===== src/rtl/ad7643_multi_reader_pkg.sv =====
// ad_pkg: shared types and constants for the multi-channel AD7643 reader.
//   ad_state_t     : readout FSM states
//   ERR_RISE/FALL  : bit positions in the sticky ERR vector
//   SEQ_W / OVR_W  : widths of the frame sequence and overrun counters
package ad_pkg;
    typedef enum logic [2:0] {IDLE, CNV, WBH, WBL, SHIFT, STORE} ad_state_t;

    localparam int ERR_RISE = 0;   // BUSY never went high on all channels
    localparam int ERR_FALL = 1;   // BUSY never went low on all channels
    localparam int SEQ_W    = 16;
    localparam int OVR_W    = 8;
endpackage


===== src/rtl/ad7643_multi_reader_shift.sv =====
// ad_serial_shift: DBITS-wide MSB-first deserializer for one ADC channel.
//   clk, rst_n : clock, async active-low reset
//   sample_en  : shift din in on this cycle
//   din        : serial data from the ADC
//   dout       : assembled word (first bit received ends up at the MSB)
module ad_serial_shift #(
    parameter int DBITS = 18
) (
    input  logic             clk,
    input  logic             rst_n,
    input  logic             sample_en,
    input  logic             din,
    output logic [DBITS-1:0] dout
);
    always_ff @(posedge clk or negedge rst_n) begin
        if (!rst_n)
            dout <= '0;
        else if (sample_en)
            // shift form also works for DBITS = 1
            dout <= (dout << 1) | DBITS'(din);
    end
endmodule


===== src/rtl/ad7643_multi_reader.sv =====
// ad7643_multi_reader: drives NCH AD7643 ADCs sharing CS/SCLK, collects one
// DBITS sample per channel into a frame and offers it on a valid/ready stream.
//   CLK, RST_N          : clock, async active-low reset
//   EN, MODE, TRIG      : start control (MODE 0 single-shot on TRIG, 1 periodic)
//   ERR_CLR             : clears sticky ERR
//   ADCNVST/ADCS/ADSCLK : ADC control outputs
//   ADBUSY/ADSDOUT      : per-channel ADC status and serial data
//   SMP_DATA/VALID/READY: frame stream, channel k at [k*DBITS +: DBITS]
//   SMP_SEQ, OVERRUN    : frame counter (counts dropped frames too), drop count
//   ERR, ACTIVE         : BUSY timeout flags, FSM busy indicator
module ad7643_multi_reader
    import ad_pkg::*;
#(
    parameter int NCH      = 2,
    parameter int DBITS    = 18,
    parameter int CNV_CYC  = 4,
    parameter int SCLK_DIV = 2,
    parameter int PERIOD   = 250,
    parameter int BUSY_TO  = 255
) (
    input  logic                 CLK,
    input  logic                 RST_N,
    input  logic                 EN,
    input  logic                 MODE,
    input  logic                 TRIG,
    input  logic                 ERR_CLR,
    output logic [NCH-1:0]       ADCNVST,
    output logic                 ADCS,
    output logic                 ADSCLK,
    input  logic [NCH-1:0]       ADBUSY,
    input  logic [NCH-1:0]       ADSDOUT,
    output logic [NCH*DBITS-1:0] SMP_DATA,
    output logic                 SMP_VALID,
    input  logic                 SMP_READY,
    output logic [SEQ_W-1:0]     SMP_SEQ,
    output logic [OVR_W-1:0]     OVERRUN,
    output logic [1:0]           ERR,
    output logic                 ACTIVE
);
    ad_state_t                  state;
    logic [15:0]                cnt;     // CNV width / BUSY timeout counter
    logic [15:0]                dcnt;    // SCLK half-period divider
    logic [7:0]                 bcnt;    // bit index within the frame
    logic [15:0]                ptmr;    // period timer
    logic                       pend;    // periodic start fell due while busy
    logic                       tick;
    logic                       go;
    logic                       sample_en;
    logic [1:0]                 err_set;
    logic [NCH-1:0][DBITS-1:0]  shreg;

    assign tick      = EN && MODE && (ptmr == 16'd0);
    assign go        = EN && ((!MODE && TRIG) || (MODE && (tick || pend)));
    // ADC drives the bit while SCLK is high; take it on the last high cycle
    assign sample_en = (state == SHIFT) && ADSCLK && (dcnt == 16'(SCLK_DIV - 1));
    assign ACTIVE    = (state != IDLE);

    always_comb begin
        err_set           = '0;
        err_set[ERR_RISE] = (state == WBH) && !(&ADBUSY)      && (cnt == 16'(BUSY_TO - 1));
        err_set[ERR_FALL] = (state == WBL) && (ADBUSY != '0)  && (cnt == 16'(BUSY_TO - 1));
    end

    always_ff @(posedge CLK or negedge RST_N) begin
        if (!RST_N)
            ptmr <= '0;
        else if (EN && MODE)
            ptmr <= (ptmr == 16'(PERIOD - 1)) ? 16'd0 : ptmr + 16'd1;
        else
            ptmr <= '0;
    end

    always_ff @(posedge CLK or negedge RST_N) begin
        if (!RST_N) begin
            state   <= IDLE;
            ADCNVST <= '0;
            ADCS    <= 1'b1;
            ADSCLK  <= 1'b0;
            cnt     <= '0;
            dcnt    <= '0;
            bcnt    <= '0;
            pend    <= 1'b0;
            ERR     <= '0;
        end else begin
            // a timeout in the clearing cycle still lands
            ERR <= (ERR_CLR ? 2'b00 : ERR) | err_set;

            if (!(EN && MODE))
                pend <= 1'b0;
            else if (tick && state != IDLE)
                pend <= 1'b1;

            case (state)
                IDLE: if (go) begin
                    state   <= CNV;
                    ADCNVST <= '1;
                    cnt     <= '0;
                    pend    <= 1'b0;
                end
                CNV: if (cnt == 16'(CNV_CYC - 1)) begin
                    ADCNVST <= '0;
                    cnt     <= '0;
                    state   <= WBH;
                end else
                    cnt <= cnt + 16'd1;
                WBH: if (&ADBUSY) begin
                    cnt   <= '0;
                    state <= WBL;
                end else if (err_set[ERR_RISE])
                    state <= IDLE;
                else
                    cnt <= cnt + 16'd1;
                WBL: if (ADBUSY == '0) begin
                    ADCS   <= 1'b0;
                    ADSCLK <= 1'b0;
                    dcnt   <= '0;
                    bcnt   <= '0;
                    state  <= SHIFT;
                end else if (err_set[ERR_FALL])
                    state <= IDLE;
                else
                    cnt <= cnt + 16'd1;
                SHIFT: if (dcnt == 16'(SCLK_DIV - 1)) begin
                    dcnt <= '0;
                    if (!ADSCLK)
                        ADSCLK <= 1'b1;
                    else begin
                        ADSCLK <= 1'b0;
                        if (bcnt == 8'(DBITS - 1)) begin
                            ADCS  <= 1'b1;
                            state <= STORE;
                        end else
                            bcnt <= bcnt + 8'd1;
                    end
                end else
                    dcnt <= dcnt + 16'd1;
                STORE: state <= IDLE;
                default: state <= IDLE;
            endcase
        end
    end

    // Output register: a frame finishing while the previous one is still
    // unaccepted is dropped, but still consumes a sequence number.
    always_ff @(posedge CLK or negedge RST_N) begin
        if (!RST_N) begin
            SMP_DATA  <= '0;
            SMP_VALID <= 1'b0;
            SMP_SEQ   <= '0;
            OVERRUN   <= '0;
        end else if (state == STORE) begin
            SMP_SEQ <= SMP_SEQ + SEQ_W'(1);
            if (!SMP_VALID || SMP_READY) begin
                SMP_DATA  <= shreg;
                SMP_VALID <= 1'b1;
            end else if (OVERRUN != '1)
                OVERRUN <= OVERRUN + OVR_W'(1);
        end else if (SMP_VALID && SMP_READY)
            SMP_VALID <= 1'b0;
    end

    for (genvar k = 0; k < NCH; k++) begin : g_ch
        ad_serial_shift #(.DBITS(DBITS)) u_shift (
            .clk       (CLK),
            .rst_n     (RST_N),
            .sample_en (sample_en),
            .din       (ADSDOUT[k]),
            .dout      (shreg[k])
        );
    end
endmodule


===== config.mk =====
export PLATFORM = sky130hd
export DESIGN_NAME = ad7643_multi_reader
export DESIGN_NICKNAME = d
export VERILOG_FILES = /design/src/rtl/ad7643_multi_reader_pkg.sv /design/src/rtl/ad7643_multi_reader_shift.sv /design/src/rtl/ad7643_multi_reader.sv
export SDC_FILE = /design/constraint.sdc
export NUM_CORES = 1
export LEC_CHECK = 0
export BUFFER_PORTS_ARGS = -buffer_cell sky130_fd_sc_hd__buf_4
export CAP_MARGIN = 5
export CORE_MARGIN = 3
export CORE_UTILIZATION = 62
export DETAILED_ROUTE_END_ITERATION = 10
export GPL_TIMING_DRIVEN = 0
export PLACE_DENSITY = 0.94
export SLEW_MARGIN = 20
export SYNTH_ARGS = -nofsm -noshare
export SYNTH_HDL_FRONTEND = slang
export SYNTH_SLANG_ARGS = --single-unit

===== constraint.sdc =====
create_clock -name CLK -period 4.8 [get_ports CLK]
set_clock_uncertainty 0.05 [all_clocks]
set_input_delay 0.48 -clock CLK [delete_from_list [all_inputs] [get_ports CLK]]
set_output_delay 0.48 -clock CLK [all_outputs]
set_load 0.1 [all_outputs]

==> PnR_summary.wiki <==
{| class="wikitable"
! Metric !! Value
|-
| Clock Latency Late Sink || 430 ps
|-
| Area of the core region || 0.0116 mm^2
|-
| Critical path startpoint category || flip-flop
|-
| Share of synthesized area occupied by flip-flops and latches || 0.542
|-
| Clk pin slew, worst setup/hold paths || 70 ps
|-
| RSZ-0062 raised after global routing || false
|-
| Clock period minus worst slack || 2730 ps
|-
| Initial core utilization || 0.644
|-
| Number of top-level pins || 79
|-
| Critical path peak fanout || 10
|-
| Total number of clock tree sinks || 162
|-
| Max Slew Vio Count || 0
|-
| Cell types occupying the most area after synthesis || dfrtp_1 54%, mux2_2 11%, nand2_1 2.8%
|-
| Total Routing Usage GR || 0.288
|-
| Post-route setup TNS || 0 ps
|-
| Pin count of the biggest net entering global routing || 96
|-
| Initial DRC count || 657
|-
| Die span in y || 116 um
|-
| Yosys synthesis warning count || 0
|-
| Count of buffers from port buffering || 78
|-
| H-tree Lvls || 4
|-
| Residual overflow from global routing || 0
|-
| Area of all placed cells without fillers || 0.00892 mm^2
|-
| Layout cell share with drive strength beyond 1 || 0.276
|-
| Post-route fraction of the period consumed by the critical path || 0.569
|-
| Count of flip-flops with a built-in enable after synthesis || 0
|-
| Data required, critical path || 5060 ps
|-
| Area after DPL || 0.00828 mm^2
|-
| Final Hold Vio Count || 0
|-
| DIE WIDTH || 116 um
|-
| Critical path data arrival time || 3000 ps
|-
| Wire length of the first global-routing pass || 29.9 mm
|-
| Area of the die || 0.0134 mm^2
|-
| Avg Cell Area, Syn || 11.3 um^2
|-
| Worst hold path class || primary input to flip-flop
|-
| Vias per cell || 6.38
|-
| Wire length per cell after detailed routing || 20.3 um
|-
| Total Wirelength || 18.6 mm
|-
| Power per standard cell area || 446 mW/mm^2
|-
| Relative slew slack || 0.485
|-
| Area share of the largest cell type after synthesis || 0.538
|-
| Post-cts gate resize count || 0
|-
| Max-cap viol count || 0
|-
| Antenna diode count || 0
|-
| CTS tree || done
|-
| Post-DP HPWL || 11.7 mm
|-
| Final instance count without filler cells || 916
|-
| Max Buffers Root-to-Sink || 2
|-
| Final core occ || 0.768
|-
| Hold path startpoint || ERR_CLR
|-
| Area leader, netlist || dfrtp_1
|-
| Top cells by count, synth || 161 x dfrtp_1, 75 x mux2_2, 56 x nand2_1, 39 x nor2_1, 28 x o21ai_0
|-
| Net count reported at finish || 782
|-
| Number of inserted filler cells in the final layout || 694
|-
| Final RePlAce weighted congestion || 0.883
|-
| Antenna violations before repair || 0
|-
| Category of the most critical setup path || flip-flop to flip-flop
|-
| Worst Hold Path Cells || 2
|-
| Vias after detailed routing || 5,848
|-
| R2R Setup Slk || 2070 ps
|-
| Core Rows || 39
|-
| Number of distinct library cells after synthesis || 59
|-
| Max Freq || 366 MHz
|-
| Worst flop-to-flop path endpoint || g_ch[1].u_shift.dout[17]
|-
| Number of cell instances on the worst register-to-register path || 8
|-
| Startpoint of the most critical register-to-register path || dcnt[1]
|-
| Setup violators final || 0
|-
| Result of the run || complete, no violations
|-
| Hold EP || ERR[0]
|-
| Async set or reset register ratio after synthesis || 1.00
|-
| Total CTS buffers || 17
|-
| Via count of the first global-routing pass || 6,091
|-
| Pleak || 0.00420 uW
|-
| Transition at the pin with the smallest max-transition slack || 766 ps
|-
| Peak supply drop || 0.252 mV
|-
| First drt pass iteration count || 5
|-
| Final routed DRC violation total || 0
|-
| Post-synthesis to final-layout area growth || 19.2%
|-
| Count of mapped cells out of synthesis || 661
|-
| Dominant cell by count in the synthesized netlist || dfrtp_1
|-
| Flip-flop and latch count after synthesis || 162
|-
| Worst Setup End Kind || flip-flop
|-
| Placed cell count || 883
|-
| Antenna-violating nets left || 0
|-
| Primary flip-flop cell chosen by synthesis mapping || dfrtp_1
|-
| Critical path origin || dcnt[1]
|-
| Clock Root Buffer || clkbuf_16
|-
| Number of nets produced by synthesis || 683
|-
| Synth Cell Area || 0.00748 mm^2
|}
[metal layers]
layer / GRT usage / part of all wire / up-vias
li1: - / - / 2576
met1: 0.326 / 0.38 / 2889
met2: 0.496 / 0.52 / 292
met3: 0.0616 / 0.055 / 91
met4: 0.184 / 0.047 / 0
met5: 0 / 0 / -
[power by group]
part / switching, uW / internal (uW) / leakage, uW
Clock: 577 / 855 / 0.000299
Combinational: 643 / 285 / 0.00168
Sequential: 146 / 1470 / 0.00222
Total: 1370 / 2610 / 0.00420
[layout by cell type (no fill, tap or decap), drive strengths merged, types with 8 or more instances in the layout]
cell type	synthesis	final
and3	8	8
nand2	56	56
inv	27	32
o21ai	30	30
mux2	75	75
nor3	16	16
nand4	19	19
clkbuf	9	28
xnor2	22	22
nor2	39	39
nand2b	12	12
dfrtp	161	161
nor4	10	10
a211oi	16	16
xor2	16	16
ha	11	11
nand3	24	24
buf	14	93
o22ai	14	14
[critical path, stage by stage (launching register included)]
cell and delay [ps]:
dfrtp_1 420, inv_1 120, ha_1 150, nor4b_1 410, and4_1 270, buf_4 160
nand3_2 260, buf_1 390, mux2_2 380
[how the worst max path moves through the flow]
| stage | slack, ps | to | depth (start not counted) |
|---|---|---|---|
| global placement | 2280 | state[0] | 7 |
| detailed placement | 2230 | cnt[9] | 8 |
| floorplan | 2260 | cnt[10] | 6 |
| CTS | 2140 | g_ch[1].u_shift.dout[17] | 8 |
| finish | 2070 | g_ch[1].u_shift.dout[17] | 8 |
| global route | 1970 | dcnt[9] | 8 |
[registers in the layout, summed over array words and instances, names as in the netlist]
signal	cells
SMP_SEQ	16
state	3
ERR	2
ADCS	1
OVERRUN	8
bcnt	8
SMP_DATA	36
dcnt	16
g_ch.u_shift.dout	36
ADCNVST	1
ptmr	16
SMP_VALID	1
pend	1
cnt	16
ADSCLK	1
[through the flow]
stage / worst slack (ps) / total power, uW / hold slack [ps]
after detailed placement: 2230 / 2520 / 413
final: 2070 / 3970 / 181
after global placement: 2280 / 2450 / 409
after global routing: 1970 / 4130 / 168
after floorplan: 2260 / 2260 / 134
after CTS: 2140 / 3970 / 172
[cells by family after synthesis]
family,after synthesis,share of synthesized area
compound gates,93,0.0826
xor+xnor,38,0.0445
fa+ha+maj,11,0.0184
buf+inv,50,0.0284
flops,162,0.542
mux,79,0.118
simple gates,228,0.166
[layout make-up]
class | count | area [um^2] | area share
clock buffers | 19 | 453 | 0.0508
multi-input cells | 449 | 3220 | 0.361
flip-flops and latches | 162 | 4060 | 0.455
plain buffers | 23 | 111 | 0.0125
clock inverters | 13 | 173 | 0.0194
well taps | 143 | 179 | 0.0201
repair buffers | 80 | 631 | 0.0707
inverters | 27 | 101 | 0.0114
[repair_timing]
item,in CTS,in global routing
hold buffers,1,0
setup endpoints to repair,0,0
setup buffers,0,0
endpoints found under the hold margin,66,0
Power figures use the tool's default switching activity.
